$ cat src/rtl/aes_round_ctrl.sv
`default_nettype none
// ============================================================================
// Module      : aes_round_ctrl
// Description : Control FSM that sequences the AES round datapath. It accepts
//               a block on a valid/ready handshake, issues the initial key-add,
//               runs one round per SubBytes latency window and presents the
//               result on an output valid/ready handshake. It drives datapath
//               enables and mux selects only; no data passes through it.
// Revision    : 1.0 - initial release
// ============================================================================
module aes_round_ctrl #(
    parameter int SboxLatency = 5
) (
    input  logic       clk_i,
    input  logic       rst_ni,
    input  logic       in_valid_i,
    output logic       in_ready_o,
    input  logic [1:0] key_len_i,
    output logic       out_valid_o,
    input  logic       out_ready_i,
    input  logic       clear_i,
    output logic       state_we_o,
    output logic [1:0] state_sel_o,
    output logic       sub_bytes_en_o,
    output logic       key_expand_en_o,
    output logic       mix_cols_bypass_o,
    output logic [3:0] round_o,
    output logic       err_o
);

    typedef enum logic [1:0] {
        S_IDLE  = 2'd0,
        S_ROUND = 2'd1,
        S_DONE  = 2'd2,
        S_CLEAR = 2'd3
    } state_e;

    // Last cycle of each round's S-box window
    localparam logic [2:0] LAT_LAST = 3'(SboxLatency - 1);

    localparam logic [1:0] SEL_INPUT = 2'b00;
    localparam logic [1:0] SEL_ROUND = 2'b01;
    localparam logic [1:0] SEL_CLEAR = 2'b10;

    state_e     state_q, state_d;
    logic [3:0] round_q, round_d;
    logic [2:0] lat_q, lat_d;
    logic [3:0] nrounds_q, nrounds_d;
    logic       err_q, err_d;

    // State and counter registers, asynchronously reset to idle
    always_ff @(posedge clk_i or negedge rst_ni) begin
        if (!rst_ni) begin
            state_q   <= S_IDLE;
            round_q   <= 4'd0;
            lat_q     <= 3'd0;
            nrounds_q <= 4'd10;
            err_q     <= 1'b0;
        end else begin
            state_q   <= state_d;
            round_q   <= round_d;
            lat_q     <= lat_d;
            nrounds_q <= nrounds_d;
            err_q     <= err_d;
        end
    end

    // Next-state and output decode; clear_i overrides every state
    always_comb begin
        state_d           = state_q;
        round_d           = round_q;
        lat_d             = lat_q;
        nrounds_d         = nrounds_q;
        err_d             = err_q;
        in_ready_o        = 1'b0;
        out_valid_o       = 1'b0;
        state_we_o        = 1'b0;
        state_sel_o       = SEL_INPUT;
        sub_bytes_en_o    = 1'b0;
        key_expand_en_o   = 1'b0;
        mix_cols_bypass_o = 1'b0;
        round_o           = 4'd0;
        err_o             = 1'b0;

        if (clear_i) begin
            // Wipe the datapath state; nothing else may advance this cycle
            state_we_o  = 1'b1;
            state_sel_o = SEL_CLEAR;
            state_d     = S_CLEAR;
            round_d     = 4'd0;
            lat_d       = 3'd0;
            err_d       = 1'b0;
        end else begin
            case (state_q)
                S_IDLE: begin
                    in_ready_o = 1'b1;
                    if (in_valid_i) begin
                        if (key_len_i == 2'b11) begin
                            // Illegal key length: report an error without
                            // touching the datapath
                            err_d   = 1'b1;
                            state_d = S_DONE;
                        end else begin
                            case (key_len_i)
                                2'b00:   nrounds_d = 4'd10;
                                2'b01:   nrounds_d = 4'd12;
                                default: nrounds_d = 4'd14;
                            endcase
                            state_we_o      = 1'b1;
                            state_sel_o     = SEL_INPUT;
                            key_expand_en_o = 1'b1;
                            round_d         = 4'd1;
                            lat_d           = 3'd0;
                            state_d         = S_ROUND;
                        end
                    end
                end
                S_ROUND: begin
                    sub_bytes_en_o = 1'b1;
                    round_o        = round_q;
                    if (lat_q == LAT_LAST) begin
                        state_we_o        = 1'b1;
                        state_sel_o       = SEL_ROUND;
                        key_expand_en_o   = 1'b1;
                        mix_cols_bypass_o = (round_q == nrounds_q);
                        lat_d             = 3'd0;
                        if (round_q == nrounds_q) begin
                            state_d = S_DONE;
                        end else begin
                            round_d = round_q + 4'd1;
                        end
                    end else begin
                        lat_d = lat_q + 3'd1;
                    end
                end
                S_DONE: begin
                    out_valid_o = 1'b1;
                    err_o       = err_q;
                    // The error path never ran a round, so it reports round 0
                    round_o     = err_q ? 4'd0 : nrounds_q;
                    if (out_ready_i) begin
                        round_d = 4'd0;
                        err_d   = 1'b0;
                        state_d = S_IDLE;
                    end
                end
                S_CLEAR: begin
                    state_d = S_IDLE;
                end
                default: begin
                    state_d = S_CLEAR;
                end
            endcase
        end
    end

endmodule
`default_nettype wire
$ cat config.mk
export PLATFORM = sky130hd
export DESIGN_NAME = aes_round_ctrl
export DESIGN_NICKNAME = d
export VERILOG_FILES = /design/src/rtl/aes_round_ctrl.sv
export SDC_FILE = /design/constraint.sdc
export NUM_CORES = 1
export LEC_CHECK = 0
export ABC_AREA = 1
export ABC_CLOCK_PERIOD_IN_PS = 3700
export BUFFER_PORTS_ARGS = -buffer_cell sky130_fd_sc_hd__buf_2
export CAP_MARGIN = 10
export CORE_MARGIN = 1.5
export CORE_UTILIZATION = 35
export CTS_CLUSTER_DIAMETER = 30
export DETAILED_ROUTE_END_ITERATION = 7
export SYNTH_ARGS = -nofsm -noshare
export SYNTH_HDL_FRONTEND = slang
export SYNTH_SLANG_ARGS = --single-unit
$ cat constraint.sdc
create_clock -name clk_i -period 3.7 [get_ports clk_i]
set_input_delay 0.37 -clock clk_i [delete_from_list [all_inputs] [get_ports clk_i]]
set_output_delay 0.37 -clock clk_i [all_outputs]
set_load 0.02 [all_outputs]
==> impl_metrics.yaml, run 1 <==
synth:
  synth_top_family_by_area: "simple AND/OR/NAND/NOR gates"
  ys_top_cells_by_count: "33 x nand2_1, 17 x inv_1, 15 x nor2_1"
  yosys_warnings: 0
  synth_edf_count: 0
  muxShareOfSynthArea: 0
  synth_area_um2: 1020
  synth-adder-area-share: 0.08589
  seq_area_frac_synth: 0.2957
  ys_ff_latch: 12
  synth_flop_cell: "dfrtp_1"
  netlist_instances: 139
  synth_top_area_cell: "dfrtp_1"
  synth_compound_area_frac: 0.08344
  yosys.area_share.simple: 0.4172
  synth_top_area_share: 0.2699
  synth_xor_area_frac: 0.01718
  syn-num-nets: 153
  syn_area_per_cell_um2: 7.336
  yosys.cell_count.top_type: "nand2_1"
  netlist_top_cells_area: "dfrtp_1 27%, nand2_1 12%, ha_1 8.6%"
  yosysUniqueCellTypes: 27
  async_flop_share: 1.000
power:
  totalPowerFinal_w: 0.0007779
  leakagePower_nw: 0.6590
  irDropWorstVdd_v: 0.0003193
  powerDensity_nw_per_um2: 658.6
placed_design:
  dpl_worst_slack_ns: 1.875
  dpl.hpwl_um: 1821
  port-buffer-count: 19
  gp_congestion: 0.8634
  place_area_um2: 1135
global_routing:
  grt_usage: 0.1566
  grt_pass1_vias: 914
  grt_pass1_wl_um: 4008
  overflow: 0
  grt_max_degree: 13
  antenna_found_initial: 0
worst_setup_path:
  worstReg2RegStart: "state_q[1]$_DFFE_PN0P_"
  cp_max_fo: 6
  critPathRequiredTime_ns: 3.33
  crit_path_end_kind: "output port"
  cp_data_arrival_time_ns: 1.77
  critPathLaunchType: "register"
  crit_type: "reg -> out"
  crit_start: "state_q[1]$_DFFE_PN0P_"
die:
  die_h_um: 56.98
  die_w_um: 56.98
  ios: 20
  initial_core_util: 0.3698
  core_area_um2: 2758
  num_rows: 19
  die_area_um2: 3246
timing:
  finalSetupViolCount: 0
  fmax_mhz: 466.3
  rsz0062_at_grt: "false"
  hold_violations: 0
  fin_crit_sh: 0.5796
  slew_violations: 0
  whs_ns: 0.2637
  fin_skew_ns: 0.0008287
  min_period_ns: 2.145
  setup_tns_ns: 0
  relSlewSlack: 0.7853
  layout_setup_ws_ns: 1.555
  tightest_slew_ns: 0.3220
routing:
  vias: 962
  routed_wl_um: 2323
  drc: 0
  firstDrtPassIters: 4
  antenna_left: 0
  drt_iter0_drc: 37
  wire_per_inst_um: 12.10
  viasPerCell: 5.010
clocking:
  cts_root_buf: "clkbuf_4"
  cts_buffer_depth: 2
  ctsResizeCount: 0
  cts_made_buffers: 3
  cts.sinks: 12
  htreeDepth: 1
  postCtsSetupBuffers: 0
  cts_tree: "yes"
  insertion_delay_ns: 0.28
  clk_pin_slew_worst_paths_ns: 0.09
job:
  cap_violations: 0
layout:
  antenna_cells: 0
  fillers: 313
  drive_above_1_share: 0.2919
  final_area_um2: 1181
  area_growth_syn_to_layout_pct: 15.83
  nNetsFinal: 176
min_path:
  holdCritPathClass: "in -> reg"
  hp-start: "key_len_i[0]"
status:
  status: "finished, final reports clean"
## kinds of logic after synthesis
| logic type | Yosys count |
|---|---|
| AOI/OAI and AO/OA | 13 |
| xor gates and xnor gates | 2 |
| adders and majority gates | 7 |
| buffers and inverters | 24 |
| DFF | 12 |
| and+or+nand+nor | 81 |
## sequential cells by signal, indices dropped and copies added, names as in the netlist
| register | cells |
|---|---|
| state_q | 2 |
| round_q | 4 |
| lat_q | 3 |
| err_q | 1 |
| nrounds_q | 2 |
## layer usage
layer  vias to the layer above  track usage  share of wire
li1                        487            -              -
met1                       450       0.2025           0.45
met2                        23       0.2693           0.51
met3                         2      0.02948          0.036
met4                         0      0.03987         0.0082
met5                         -            0              0
## what timing repair did
item                       CTS  global route
setup endpoints to repair    0             0
hold endpoints to repair    11             0
hold buffers                 1             0
## path summary, 6_finish.rpt
path | endpoint | slack [ns] | depth (start not counted)
worst min-delay path | nrounds_q[1]$_DFFE_PN1P_ | 0.26 | 2
worst max register to register | round_q[3]$_DFFE_PN0P_ | 2.13 | 10
max in group asynchronous | nrounds_q[1]$_DFFE_PN1P_ | 2.92 | 2
worst min register to register | state_q[0]$_DFFE_PN0P_ | 0.52 | 2
worst max-delay path | mix_cols_bypass_o | 1.56 | 7
min in group asynchronous | nrounds_q[2]$_DFFE_PN0P_ | 0.50 | 2
## worst max-delay path, cell delays in order, from the launching register on
cell	delay (ns)
dfrtp_1	0.41
inv_1	0.11
ha_1	0.26
inv_2	0.12
nor2_8	0.13
nand3_2	0.17
nor2_1	0.12
buf_2	0.17
## per-stage QoR
step | util | cells
final | 0.4283 | 192
after floorplan | - | 139
after detailed placement | 0.4115 | 187
after global routing | 0.4283 | 192
after global placement | 0.4115 | 187
after CTS | 0.4283 | 192
## where the power goes
part           switching (W)  total, W  internal [W]
Clock              0.0000529  0.000113     0.0000599
Combinational       0.000295  0.000450      0.000155
Sequential         0.0000375  0.000215      0.000178
Total               0.000385  0.000778      0.000393
## final cells by class
class	count	area, um2	share of cell area
inverters	22	83.83	0.07097
well taps	31	38.79	0.03284
repair buffers	20	105.1	0.08898
flip-flops and latches	12	301.5	0.2553
clock buffers	4	36.28	0.03072
multi-input cells	103	615.6	0.5212
## layout by cell type (no fill, tap or decap), drive strengths merged
master	synthesis	routed
buf	2	19
a21oi	1	1
clkinv	1	1
xnor2	1	1
a2bb2oi	1	1
o21ai	4	4
ha	7	7
nor2	22	22
xor2	1	1
nand3	17	17
inv	21	21
o22ai	4	4
o21bai	1	1
nand2	40	40
o211ai	2	2
clkbuf	0	4
dfstp	1	1
nand4	2	2
dlygate4sd3	0	1
dfrtp	11	11
Note: power is estimated with default switching activity, not from simulation.
==> run 2: changes to the inputs <==
--- a/config.mk
+++ b/config.mk
@@ -6,7 +6,7 @@
 export NUM_CORES = 1
 export LEC_CHECK = 0
 export ABC_AREA = 1
-export ABC_CLOCK_PERIOD_IN_PS = 3700
+export ABC_CLOCK_PERIOD_IN_PS = 2000
 export BUFFER_PORTS_ARGS = -buffer_cell sky130_fd_sc_hd__buf_2
 export CAP_MARGIN = 10
 export CORE_MARGIN = 1.5
==> constraint.sdc (replaced) <==
create_clock -name clk_i -period 2 [get_ports clk_i]
set_input_delay 0.2 -clock clk_i [delete_from_list [all_inputs] [get_ports clk_i]]
set_output_delay 0.2 -clock clk_i [all_outputs]
set_load 0.02 [all_outputs]
==> run 2 against run 1 <==
Routed wire length fell by 2.9%. Die area did not move. Flip-flop and latch count did not move. Register-to-register slack got worse by 1.6 ns. Largest power group unchanged.
==> impl_metrics.yaml, run 2 (synthesis gave the netlist of run 1 again) <==
routing:
  antenna_left: 0
  routed_wl_um: 2255
  viasPerCell: 4.865
  firstDrtPassIters: 4
  vias: 934
  drt_iter0_drc: 55
  wire_per_inst_um: 11.74
  drc: 0
global_routing:
  overflow: 0
  grt_usage: 0.1532
  grt_pass1_vias: 915
  grt_pass1_wl_um: 3960
  grt_max_degree: 13
  antenna_found_initial: 0
die:
  core_area_um2: 2758
  die_w_um: 56.98
  die_area_um2: 3246
  initial_core_util: 0.3698
  ios: 20
  die_h_um: 56.98
  num_rows: 19
job:
  cap_violations: 0
power:
  totalPowerFinal_w: 0.001440
  clockPowerShare: 0.141
  irDropWorstVdd_v: 0.0005598
  switchingPower_w: 0.0007079
  leakagePower_nw: 0.6583
  intPower_w: 0.0007326
  switching_share: 0.4915
  powerDensity_nw_per_um2: 1207
  p_seq_frac: 0.275
  comb_power_share: 0.585
placed_design:
  gp_congestion: 0.8635
  dpl.hpwl_um: 1801
  port-buffer-count: 19
  place_area_um2: 1135
clocking:
  cts_made_buffers: 3
  cts_root_buf: "clkbuf_4"
  cts_buffer_depth: 2
  clk_pin_slew_worst_paths_ns: 0.09
  insertion_delay_ns: 0.28
  cts.sinks: 12
  cts_tree: "yes"
  htreeDepth: 1
layout:
  area_growth_syn_to_layout_pct: 17.05
  reg_top3: "round_q x4, lat_q x3"
  antenna_cells: 0
  mostFrequentLayoutCells: "32 x nand2_1, 19 x buf_2, 17 x inv_1"
  drive_above_1_share: 0.3043
  final_common_cell: "nand2_1"
  largest_register_ffs: 4
  largest_register: "round_q"
  fillers: 293
  nNetsFinal: 176
  final_area_um2: 1194
timing:
  fin_crit_sh: 0.9417
  relSlewSlack: 0.7918
  fin_skew_ns: 0.006018
  setup_tns_ns: 0
  tightest_slew_ns: 0.3123
  min_period_ns: 1.883
  fmax_mhz: 531.0
  whs_ns: 0.09809
  finalSetupViolCount: 0
  rsz0062_at_grt: "true"
  slew_violations: 0
  hold_violations: 0
worst_setup_path:
  reg2reg_depth: 9
  crit_type: "reg -> out"
  worstReg2RegStart: "state_q[0]$_DFFE_PN0P_"
  cp_data_arrival_time_ns: 1.68
  rr_endpoint: "round_q[3]$_DFFE_PN0P_"
  critPathRequiredTime_ns: 1.80
  cp_max_fo: 3
  crit_path_end_kind: "output port"
  critPathLaunchType: "register"
  rrSetupSlack_ns: 0.49
status:
  status: "finished, final reports clean"
min_path:
  hp-start: "key_len_i[0]"
  holdCritPathClass: "in -> reg"
  min_to: "nrounds_q[1]$_DFFE_PN1P_"
  hold_depth: 2
run 2: cell counts in the layout (fill, tap and decap cells not counted):
Identical to the previous run, type by type.
run 2: layer usage:
metal / GRT usage / part of all wire / wire, um / vias up
met1: 0.2006 / 0.48 / 1076 / 437
met2: 0.2594 / 0.49 / 1101 / 13
met3: 0.03175 / 0.034 / 77 / 0
li1: - / - / - / 484
met4: 0.03654 / 0 / 0 / 0
met5: 0 / 0 / 0 / -
run 2: how the worst max path moves through the flow:
stage / from / to / slack (ns) / depth (start not counted)
floorplan: state_q[0]$_DFFE_PN0P_ / round_o[3] / 0.35 / 6
global placement: state_q[1]$_DFFE_PN0P_ / mix_cols_bypass_o / 0.38 / 7
detailed placement: state_q[1]$_DFFE_PN0P_ / mix_cols_bypass_o / 0.34 / 7
CTS: state_q[1]$_DFFE_PN0P_ / mix_cols_bypass_o / 0.03 / 7
global route: state_q[1]$_DFFE_PN0P_ / mix_cols_bypass_o / -0.03 / 7
finish: state_q[0]$_DFFE_PN0P_ / round_o[1] / 0.12 / 7
run 2: final cells by class:
type	instances	area (um2)	share of cell area
multi-input cells	103	628.1	0.5262
flip-flops and latches	12	301.5	0.2526
repair buffers	20	105.1	0.08805
inverters	22	83.83	0.07023
well taps	31	38.79	0.03249
clock buffers	4	36.28	0.03040
run 2: power groups by stage:
stage	Combinational (W)	Sequential, W	Clock [W]
2_1_floorplan	0.000667	0.000381	0
4_1_cts	0.000831	0.000396	0.000207
3_3_place_gp	0.000812	0.000394	0
3_5_place_dp	0.000826	0.000401	0
5_1_grt	0.000956	0.000410	0.000221
6_report	0.000842	0.000395	0.000203
run 2: repair_timing:
action | CTS | global route
hold buffers | 1 | 0
gates resized for setup | 0 | 3
buffers inserted | 0 | 0
hold endpoints to repair | 11 | 0
setup endpoints to repair | 0 | 4
run 2: per-stage QoR:
stage | std cells | utilization | setup slack [ns]
2_1_floorplan | 139 | - | 0.3472
3_3_place_gp | 187 | 0.4115 | 0.3808
3_5_place_dp | 187 | 0.4115 | 0.3441
4_1_cts | 192 | 0.4283 | 0.02603
5_1_grt | 192 | 0.4328 | -0.03278
6_report | 192 | 0.4328 | 0.1166
run 2: critical path, stage by stage (launching register included):
cell and delay (ns):
dfrtp_1 0.38, inv_1 0.09, ha_1 0.29, inv_1 0.04
nor2_1 0.13, nand3_1 0.15, o22ai_1 0.14, buf_2 0.18
